<file path="src/rtl/mac_lookup_arbiter.sv">
// mac_lookup_arbiter
//   Shares one mac_learning engine between NUM_PORTS ingress requesters.
//   A pending request is picked round-robin (search starts just after the
//   last granted port). Its MACs are latched and a one-cycle ml_en pulse starts
//   the engine. The arbiter then waits for ml_done, or aborts via a watchdog
//   after TIMEOUT_CYCLES. The result goes back as a one-cycle one-hot
//   resp_valid to the granted port only.
//
// Ports
//   clk, rst        clock, synchronous active-high reset
//   req             level request per requester
//   req_src_mac     packed source MACs, port i at [48*i +: 48]
//   req_dst_mac     packed destination MACs, port i at [48*i +: 48]
//   resp_valid      one-hot result strobe to the granted requester
//   resp_dst_port   looked-up egress port (0 on timeout), held until next RESP
//   resp_timeout    result was aborted by the watchdog, held until next RESP
//   busy            high whenever a lookup is in progress
//   ml_en           engine start pulse
//   ml_src_mac      latched source MAC to the engine
//   ml_dst_mac      latched destination MAC to the engine
//   ml_src_port     granted requester index
//   ml_done         engine completion
//   ml_dst_port     engine result
module mac_lookup_arbiter #(
    parameter int unsigned NUM_PORTS      = 8,
    parameter int unsigned PORT_W         = 3,
    parameter int unsigned TIMEOUT_CYCLES = 64
) (
    input  logic                    clk,
    input  logic                    rst,
    input  logic [NUM_PORTS-1:0]    req,
    input  logic [NUM_PORTS*48-1:0] req_src_mac,
    input  logic [NUM_PORTS*48-1:0] req_dst_mac,
    output logic [NUM_PORTS-1:0]    resp_valid,
    output logic [PORT_W-1:0]       resp_dst_port,
    output logic                    resp_timeout,
    output logic                    busy,
    output logic                    ml_en,
    output logic [47:0]             ml_src_mac,
    output logic [47:0]             ml_dst_mac,
    output logic [PORT_W-1:0]       ml_src_port,
    input  logic                    ml_done,
    input  logic [PORT_W-1:0]       ml_dst_port
);

    localparam int unsigned TMR_W = $clog2(TIMEOUT_CYCLES) + 1;

    typedef enum logic [1:0] {
        S_IDLE,
        S_ISSUE,
        S_WAIT,
        S_RESP
    } state_t;

    state_t            state;
    state_t            state_nxt;
    logic [PORT_W-1:0] last_grant;
    logic [PORT_W-1:0] grant;
    logic [TMR_W-1:0]  timer;
    logic              timer_expired;

    logic              pick_hi_found;
    logic              pick_lo_found;
    logic [PORT_W-1:0] pick_hi;
    logic [PORT_W-1:0] pick_lo;
    logic [PORT_W-1:0] pick;
    logic [47:0]       pick_src;
    logic [47:0]       pick_dst;

    // Round-robin pick: the lowest requesting index above last_grant wins.
    // If there is none, the search wraps to the lowest requesting index overall.
    always_comb begin
        pick_hi_found = 1'b0;
        pick_lo_found = 1'b0;
        pick_hi       = '0;
        pick_lo       = '0;
        for (int unsigned i = 0; i < NUM_PORTS; i++) begin
            if (req[i]) begin
                if (!pick_lo_found) begin
                    pick_lo_found = 1'b1;
                    pick_lo       = PORT_W'(i);
                end
                if (!pick_hi_found && (PORT_W'(i) > last_grant)) begin
                    pick_hi_found = 1'b1;
                    pick_hi       = PORT_W'(i);
                end
            end
        end
        pick = pick_hi_found ? pick_hi : pick_lo;

        pick_src = '0;
        pick_dst = '0;
        for (int unsigned i = 0; i < NUM_PORTS; i++) begin
            if (PORT_W'(i) == pick) begin
                pick_src = req_src_mac[48*i +: 48];
                pick_dst = req_dst_mac[48*i +: 48];
            end
        end
    end

    // timer holds the number of cycles elapsed since the ml_en pulse.
    assign timer_expired = (timer == TMR_W'(TIMEOUT_CYCLES - 1));

    always_comb begin
        state_nxt  = state;
        ml_en      = 1'b0;
        resp_valid = '0;
        busy       = (state != S_IDLE);
        case (state)
            S_IDLE: begin
                if (|req) begin
                    state_nxt = S_ISSUE;
                end
            end
            S_ISSUE: begin
                ml_en     = 1'b1;
                state_nxt = S_WAIT;
            end
            S_WAIT: begin
                if (ml_done || timer_expired) begin
                    state_nxt = S_RESP;
                end
            end
            S_RESP: begin
                resp_valid = NUM_PORTS'(1) << grant;
                state_nxt  = S_IDLE;
            end
            default: state_nxt = S_IDLE;
        endcase
    end

    assign ml_src_port = grant;

    always_ff @(posedge clk) begin
        if (rst) begin
            state         <= S_IDLE;
            last_grant    <= PORT_W'(NUM_PORTS - 1);
            grant         <= '0;
            ml_src_mac    <= '0;
            ml_dst_mac    <= '0;
            timer         <= '0;
            resp_dst_port <= '0;
            resp_timeout  <= 1'b0;
        end else begin
            state <= state_nxt;
            case (state)
                S_IDLE: begin
                    timer <= '0;
                    if (|req) begin
                        grant      <= pick;
                        ml_src_mac <= pick_src;
                        ml_dst_mac <= pick_dst;
                    end
                end
                // The ISSUE cycle counts as elapsed cycle 0, so the first
                // WAIT cycle sees timer==1 and the watchdog ends the wait
                // exactly TIMEOUT_CYCLES cycles after ml_en.
                S_ISSUE: begin
                    timer <= timer + TMR_W'(1);
                end
                S_WAIT: begin
                    timer <= timer + TMR_W'(1);
                    if (ml_done) begin
                        resp_dst_port <= ml_dst_port;
                        resp_timeout  <= 1'b0;
                    end else if (timer_expired) begin
                        resp_dst_port <= '0;
                        resp_timeout  <= 1'b1;
                    end
                end
                S_RESP: begin
                    last_grant <= grant;
                end
                default: ;
            endcase
        end
    end

endmodule
</file>
<file path="config.mk">
export PLATFORM = sky130hd
export DESIGN_NAME = mac_lookup_arbiter
export DESIGN_NICKNAME = d
export VERILOG_FILES = /design/src/rtl/mac_lookup_arbiter.sv
export SDC_FILE = /design/constraint.sdc
export NUM_CORES = 1
export LEC_CHECK = 0
export CORE_AREA = 2 2 349 351
export CTS_BUF_LIST = sky130_fd_sc_hd__clkbuf_4 sky130_fd_sc_hd__clkbuf_8
export DETAILED_ROUTE_END_ITERATION = 10
export DIE_AREA = 0 0 351 353
export PLACE_DENSITY_LB_ADDON = 0.2
export RECOVER_POWER = 100
export SLEW_MARGIN = 20
export SYNTH_ARGS = -nofsm -noshare
export SYNTH_HDL_FRONTEND = slang
export SYNTH_SLANG_ARGS = --single-unit
</file>
<file path="constraint.sdc">
create_clock -name clk -period 5.52 [get_ports clk]
set_input_delay 0.552 -clock clk [delete_from_list [all_inputs] [get_ports clk]]
set_output_delay 0.552 -clock clk [all_outputs]
set_load 0.01 [all_outputs]
</file>
# [After elaboration in Yosys (flattened, before gate mapping)]
# Cells that the tools add are included.
[totals] regBits=115 latchBits=0 ram_bits=0 mem_bits_ro=0 in_bits=782 output_inout_bits=113 word_cells=134 n_memories=0
[classes] n_addsub=1 multipliers=0 div=0 order_cmp=8 n_eq_ne=13 shift=1 n_mux=78 bitwise=0 n_reduce_logical=25
[op_table] operator="48-bit 2-to-1 mux" count=16
[op_table] operator="3-bit 2-to-1 mux" count=27
[op_table] operator="1-bit 2-to-1 mux" count=30
[op_table] operator="7-bit case mux with 2 select lines" count=1
[op_table] operator="3-bit equality test, first input constant" count=4
[op_table] operator="3-bit > comparator, first input constant" count=4
[op_table] operator="8-bit 2-to-1 mux" count=1
[op_table] operator="2-bit case mux with 4 select lines" count=1
[op_table] operator="8-bit OR reduction" count=1
[op_table] operator="1-bit by 3-bit << shifter with 8-bit output, first input constant" count=1
[op_table] operator="7-bit by 1-bit adder with 7-bit output, second input constant" count=1
[op_table] operator="7-bit by 6-bit equality test with 1-bit output, second input constant" count=1
[op_table] operator="1-bit logical AND" count=7
[op_table] operator="1-bit zero test" count=7
[op_table] operator="2-bit by 3-bit equality test with 1-bit output, first input constant" count=2
[op_table] operator="1-bit by 3-bit > comparator with 1-bit output, first input constant" count=2
[op_table] operator="2-bit by 3-bit > comparator with 1-bit output, first input constant" count=2
[op_table] operator="2-bit AND reduction" count=3
[op_table] operator="2-bit nonzero test" count=3
[op_table] operator="2-bit equality test, second input constant" count=2
[op_table] operator="2-bit 2-to-1 mux" count=2
[op_table] operator="2-bit inequality test, second input constant" count=2
[op_table] operator="1-bit by 3-bit equality test with 1-bit output, first input constant" count=1
[op_table] operator="3-bit zero test" count=1
[op_table] operator="other kinds (4)" count=4

# [Longest topological paths before layout]
[depth] depth_word=41 depth_mapped=12

# [Worst setup path before layout]
# Ideal clock, no wire load.
[synth_timing] path_type="input -> register" startpoint="input port req[0]" endpoint="register ml_dst_mac[29]" arrival_time_ns=2.468 setup_slack_ns=2.932 stages=10 cell_sequence="nor4_1 nand3_1 nand3_1 a211o_1 buf_2 a21oi_1 clkbuf_1 a22oi_1 o22ai_1 a211o_1"
[synth_via] elab_chain_len=39 word_cells_on_any_way=83 classes_between="eq/ne: 7; mux: 59; reduce/logical: 17"
[synth_rtl] element="start: declaration" line="31" rtl="input logic [NUM_PORTS-1:0] req,"
[synth_rtl] element="1-bit 2-to-1 mux" line="78" rtl="if (req[i]) begin"
[synth_rtl] element="1-bit zero test" line="83" rtl="if (!pick_hi_found && (PORT_W'(i) > last_grant)) begin"
[synth_rtl] element="1-bit logical AND" line="83"
[synth_rtl] element="1-bit 2-to-1 mux" line="83"
[synth_rtl] element="1-bit 2-to-1 mux" line="78"
[synth_rtl] element="1-bit zero test" line="83"
[synth_rtl] element="1-bit logical AND" line="83"
[synth_rtl] element="1-bit 2-to-1 mux" line="83"
[synth_rtl] element="[... 16 more ...]"
[synth_rtl] element="1-bit 2-to-1 mux" line="78"
[synth_rtl] element="1-bit zero test" line="83"
[synth_rtl] element="1-bit logical AND" line="83"
[synth_rtl] element="3-bit 2-to-1 mux / 1-bit 2-to-1 mux (equally long branches)" line="83"
[synth_rtl] element="3-bit 2-to-1 mux / 1-bit 2-to-1 mux (equally long branches)" line="78"
[synth_rtl] element="3-bit 2-to-1 mux" line="89" rtl="pick = pick_hi_found ? pick_hi : pick_lo;"
[synth_rtl] element="3-bit zero test" line="94" rtl="if (PORT_W'(i) == pick) begin"
[synth_rtl] element="48-bit 2-to-1 mux (8 in series)" line="94"
[synth_rtl] element="end signal: assignment" line="152" rtl="ml_dst_mac <= pick_dst;"
[synth_rtl] element="end: declaration" line="40" rtl="output logic [47:0] ml_dst_mac,"
# Parallel ways exist; a longest one is shown, timed or not.
# A chain may end at the register's enable or synchronous reset.

# [Worst setup path after layout]
[layout_timing] startpoint="input port req[1]" endpoint="register ml_src_mac[47]"
[layout_via] elab_chain_len=35 word_cells_on_any_way=76 classes_between="eq/ne: 7; mux: 54; reduce/logical: 15"
[layout_rtl] element="1-bit 2-to-1 mux" line="78"
[layout_rtl] element="1-bit zero test" line="83"
[layout_rtl] element="1-bit logical AND" line="83"
[layout_rtl] element="1-bit 2-to-1 mux" line="83"
[layout_rtl] element="1-bit 2-to-1 mux" line="78"
[layout_rtl] element="1-bit zero test" line="83"
[layout_rtl] element="1-bit logical AND" line="83"
[layout_rtl] element="1-bit 2-to-1 mux" line="83"
[layout_rtl] element="[... 12 more ...]"
[layout_rtl] element="1-bit 2-to-1 mux" line="78"
[layout_rtl] element="1-bit zero test" line="83"
[layout_rtl] element="1-bit logical AND" line="83"
[layout_rtl] element="3-bit 2-to-1 mux / 1-bit 2-to-1 mux (equally long branches)" line="83"
[layout_rtl] element="3-bit 2-to-1 mux / 1-bit 2-to-1 mux (equally long branches)" line="78"
[layout_rtl] element="3-bit 2-to-1 mux" line="89"
[layout_rtl] element="3-bit zero test" line="94"
[layout_rtl] element="48-bit 2-to-1 mux (8 in series)" line="94"
[layout_rtl] element="end signal: assignment" line="151" rtl="ml_src_mac <= pick_src;"
[layout_rtl] element="end: declaration" line="39" rtl="output logic [47:0] ml_src_mac,"
# Parallel ways exist; a longest one is shown, timed or not.

==> results.md <==
* Status: finished, violations left
* Violations in the final reports: capacitance limit, slew limit
* Share of layout cells above drive strength 1 at 0.0401
* Max-slew headroom at -0.613
* Post-Synth Simple-Gate Area at 0.297
* Total negative setup slack at 0 ns
* Vias per cell at 3.88
* Required time worst endpoint at 5.99 ns
* Critical-path cell list: clkdlybuf4s50_1 -> nor3b_1 -> a31oi_1 -> or2_0 -> a21oi_1 -> clkbuf_1 -> a221o_1 -> nand3_1 -> a311oi_1
* Port Buffers at 894
* Post-CTS sizing at 0
* Clock Root Buffer: clkbuf_8
* Hold Path Depth at 2
* Largest net degree at the start of global routing at 93
* Worst EP arrival at 4.94 ns
* # clock sinks at 115
* Setup Buffers After CTS at 0
* Syn avg cell area at 6.34 um2
* Post-route ant nets at 0
* DIE AREA at 124000 um2
* Register area share after synthesis at 0.228
* Hold_buf cts at 0
* Hold wc startpoint: ml_src_mac[36]
* RSZ-0062 raised after global routing: no
* Crit. End Element: register
* Skew-Pair Late Insertion Delay at 0.59 ns
* CP max stage delay at 1.17 ns
* Final wirelength at 108 mm
* First-pass GRT wire length at 141 mm
* Final Power at 0.00782 W
* Final hold vios at 0
* LEAKAGE at 7.93 nW
* WHS at 0.455 ns
* Post-synth EDFFs at 0
* Synth Area in XOR/XNOR at 0.00434
* Vias in the first global route at 15.8k
* Detailed Route Iter0 Violations at 937
* Setup violators final at 0
* Layout Nets at 3195
* R2R cell count at 8
* Synth Warn # at 0
* Flop2flop setup slack at 1.13 ns
* Post-Synth Adder-Cell Area at 0.00743
* Synth Register Bits at 115
* Hold Path Sink: ml_src_mac[36]
* Die Wd at 351 um
* Tcrit/Tclk final at 0.810
* CTS tree: done
* Pwr per Cell Area at 366 nW/um2
* Synth top cells by count: 334 x nor2_1, 308 x nand2_1, 130 x a21oi_1
* Async SR Flop Fraction at 0
* # rows at 128
* Kind of critical path: in2reg
* Routability Congestion at 0.815
* # IOs at 895
* Count leader, synth: nor2_1
* Critical Path Start Type: primary input
* Overall Global Routing Usage at 0.168
* Post-synthesis instance area at 10100 um2
* Syn Nets at 2382
* Mux cell area share after synthesis at 0.00595
* Largest cells by area after synthesis: dfxtp_1 23%, nor2_1 12%, nand2_1 11%
* Die H at 353 um
* Max cap viols at 4
* Clk pin slew, worst setup/hold paths at 0.09 ns
* CTS buffer count at 17
* Grt total ovfl at 0
* Start of the worst register-to-register path: last_grant[1]
* Worst-Margin Slew at 2.41 ns
* Detailed-route via count at 15.8k
* HP Class: reg2reg
* Worst VDD drop at 0.200 mV
* Synth top area share at 0.228
* Largest family of logic cells by synthesized area: compound AO/OA/AOI/OAI gates
* Synth Flop Type: dfxtp_1
* WL per Instance at 26.7 um
* Reg2Reg Capture Point: ml_src_mac[47]
* Final Max Tran Viols at 81
* Worst path slowest cell: a21oi_1
* Layout area overhead at 111%
* Synth area leader: dfxtp_1
* Initial core utilization at 0.0837
* Min cycle time layout at 4.47 ns
* Fmax at 224 MHz
* Initial antenna violation count at 79
* Detailed Routing Iterations Pass 1 at 6
* # H-tree levels at 4
* HPWL after detailed placement at 87.3 mm
* Clock buffer depth at 2
* Compound-Gate Fraction of Synth Area at 0.382
* Worst-path maximum fanout at 14
* Cells after Synth at 1594
* Post-route DRC at 0
* Clock skew at 0.0218 ns
* Number of library cell types mapped by synthesis at 63
* Core box area at 121000 um2
-- worst max path at each step --
stage | to | startpoint | slack, ns
3_5_place_dp | ml_dst_mac[47] | req[2] | 1.22
4_1_cts | ml_src_mac[40] | last_grant[1] | 1.79
2_1_floorplan | ml_dst_mac[29] | req[0] | 2.93
6_report | ml_src_mac[47] | req[1] | 1.05
3_3_place_gp | ml_dst_mac[2] | req[2] | 1.24
5_1_grt | ml_src_mac[47] | req[1] | 0.83
-- sequential cells by signal (all words and copies together), names as in the netlist --
name	cells
last_grant	3
ml_dst_mac	48
ml_src_mac	48
ml_src_port	3
resp_dst_port	3
resp_timeout	1
state	2
timer	7
-- cells by family (layout without fill, tap and decap cells) --
| group | count (synthesis) | count (layout) |
|---|---|---|
| muxes | 6 | 6 |
| other | 0 | 15 |
| AOI/OAI and AO/OA | 559 | 559 |
| adders and majority gates | 6 | 6 |
| buffers and inverters | 160 | 986 |
| DFF | 115 | 115 |
| xor gates and xnor gates | 5 | 5 |
| and+or+nand+nor | 743 | 743 |
-- layout by cell type, fill, tap and decap left out, drive strengths merged, types with 21 or more instances in the layout --
master,netlist,routed
nand2,310,310
buf,62,42
a21oi,131,131
clkdlybuf4s50,0,780
nand3,38,38
o22ai,77,77
nor2,336,336
dlygate4sd3,0,114
dfxtp,115,115
o31ai,79,79
clkbuf,84,21
a221o,73,73
o21ai,91,91
and3,28,28
-- final cells by class --
type	count	area [um2]
diodes	15	37.5
clock buffers	17	234
clock inverters	15	173
fillers	13917	99300
inverters	14	52.6
multi-input cells	1319	7120
flip-flops and latches	115	2300
well taps	1625	2030
repair buffers	940	9390
-- report_power, final --
group / internal, W / total, W / switching, W / leakage [nW]
logic: 0.00213 / 0.00557 / 0.00344 / 6.78
registers: 0.00109 / 0.00126 / 0.000164 / 0.948
clock network: 0.000414 / 0.000993 / 0.000580 / 0.201
-- worst max-delay path: cells and delay by family --
| kind | cells | cell delay (ns) |
|---|---|---|
| buf+inv | 2 | 1.35 |
| simple gates | 3 | 1.23 |
| compound gates | 4 | 1.80 |
-- per-layer routing --
metal	global-route usage	vias up	wire length (um)
met5	0	-	422
met4	0.0465	68	2230
met3	0.0627	171	9130
met2	0.288	658	52600
met1	0.193	7455	44000
li1	-	7406	-
-- stage by stage --
stage               std cells  cell area, um2   util  setup WS (ns)
floorplan                1594           10100      -           2.93
global placement         4013           20900  0.174           1.24
detailed placement       4013           20900  0.174           1.22
CTS                      4045           21300  0.177           1.79
global route             4056           21300  0.177          0.826
finish                   4060           21300  0.177           1.05
No activity file was read; power rests on OpenSTA's default activity.
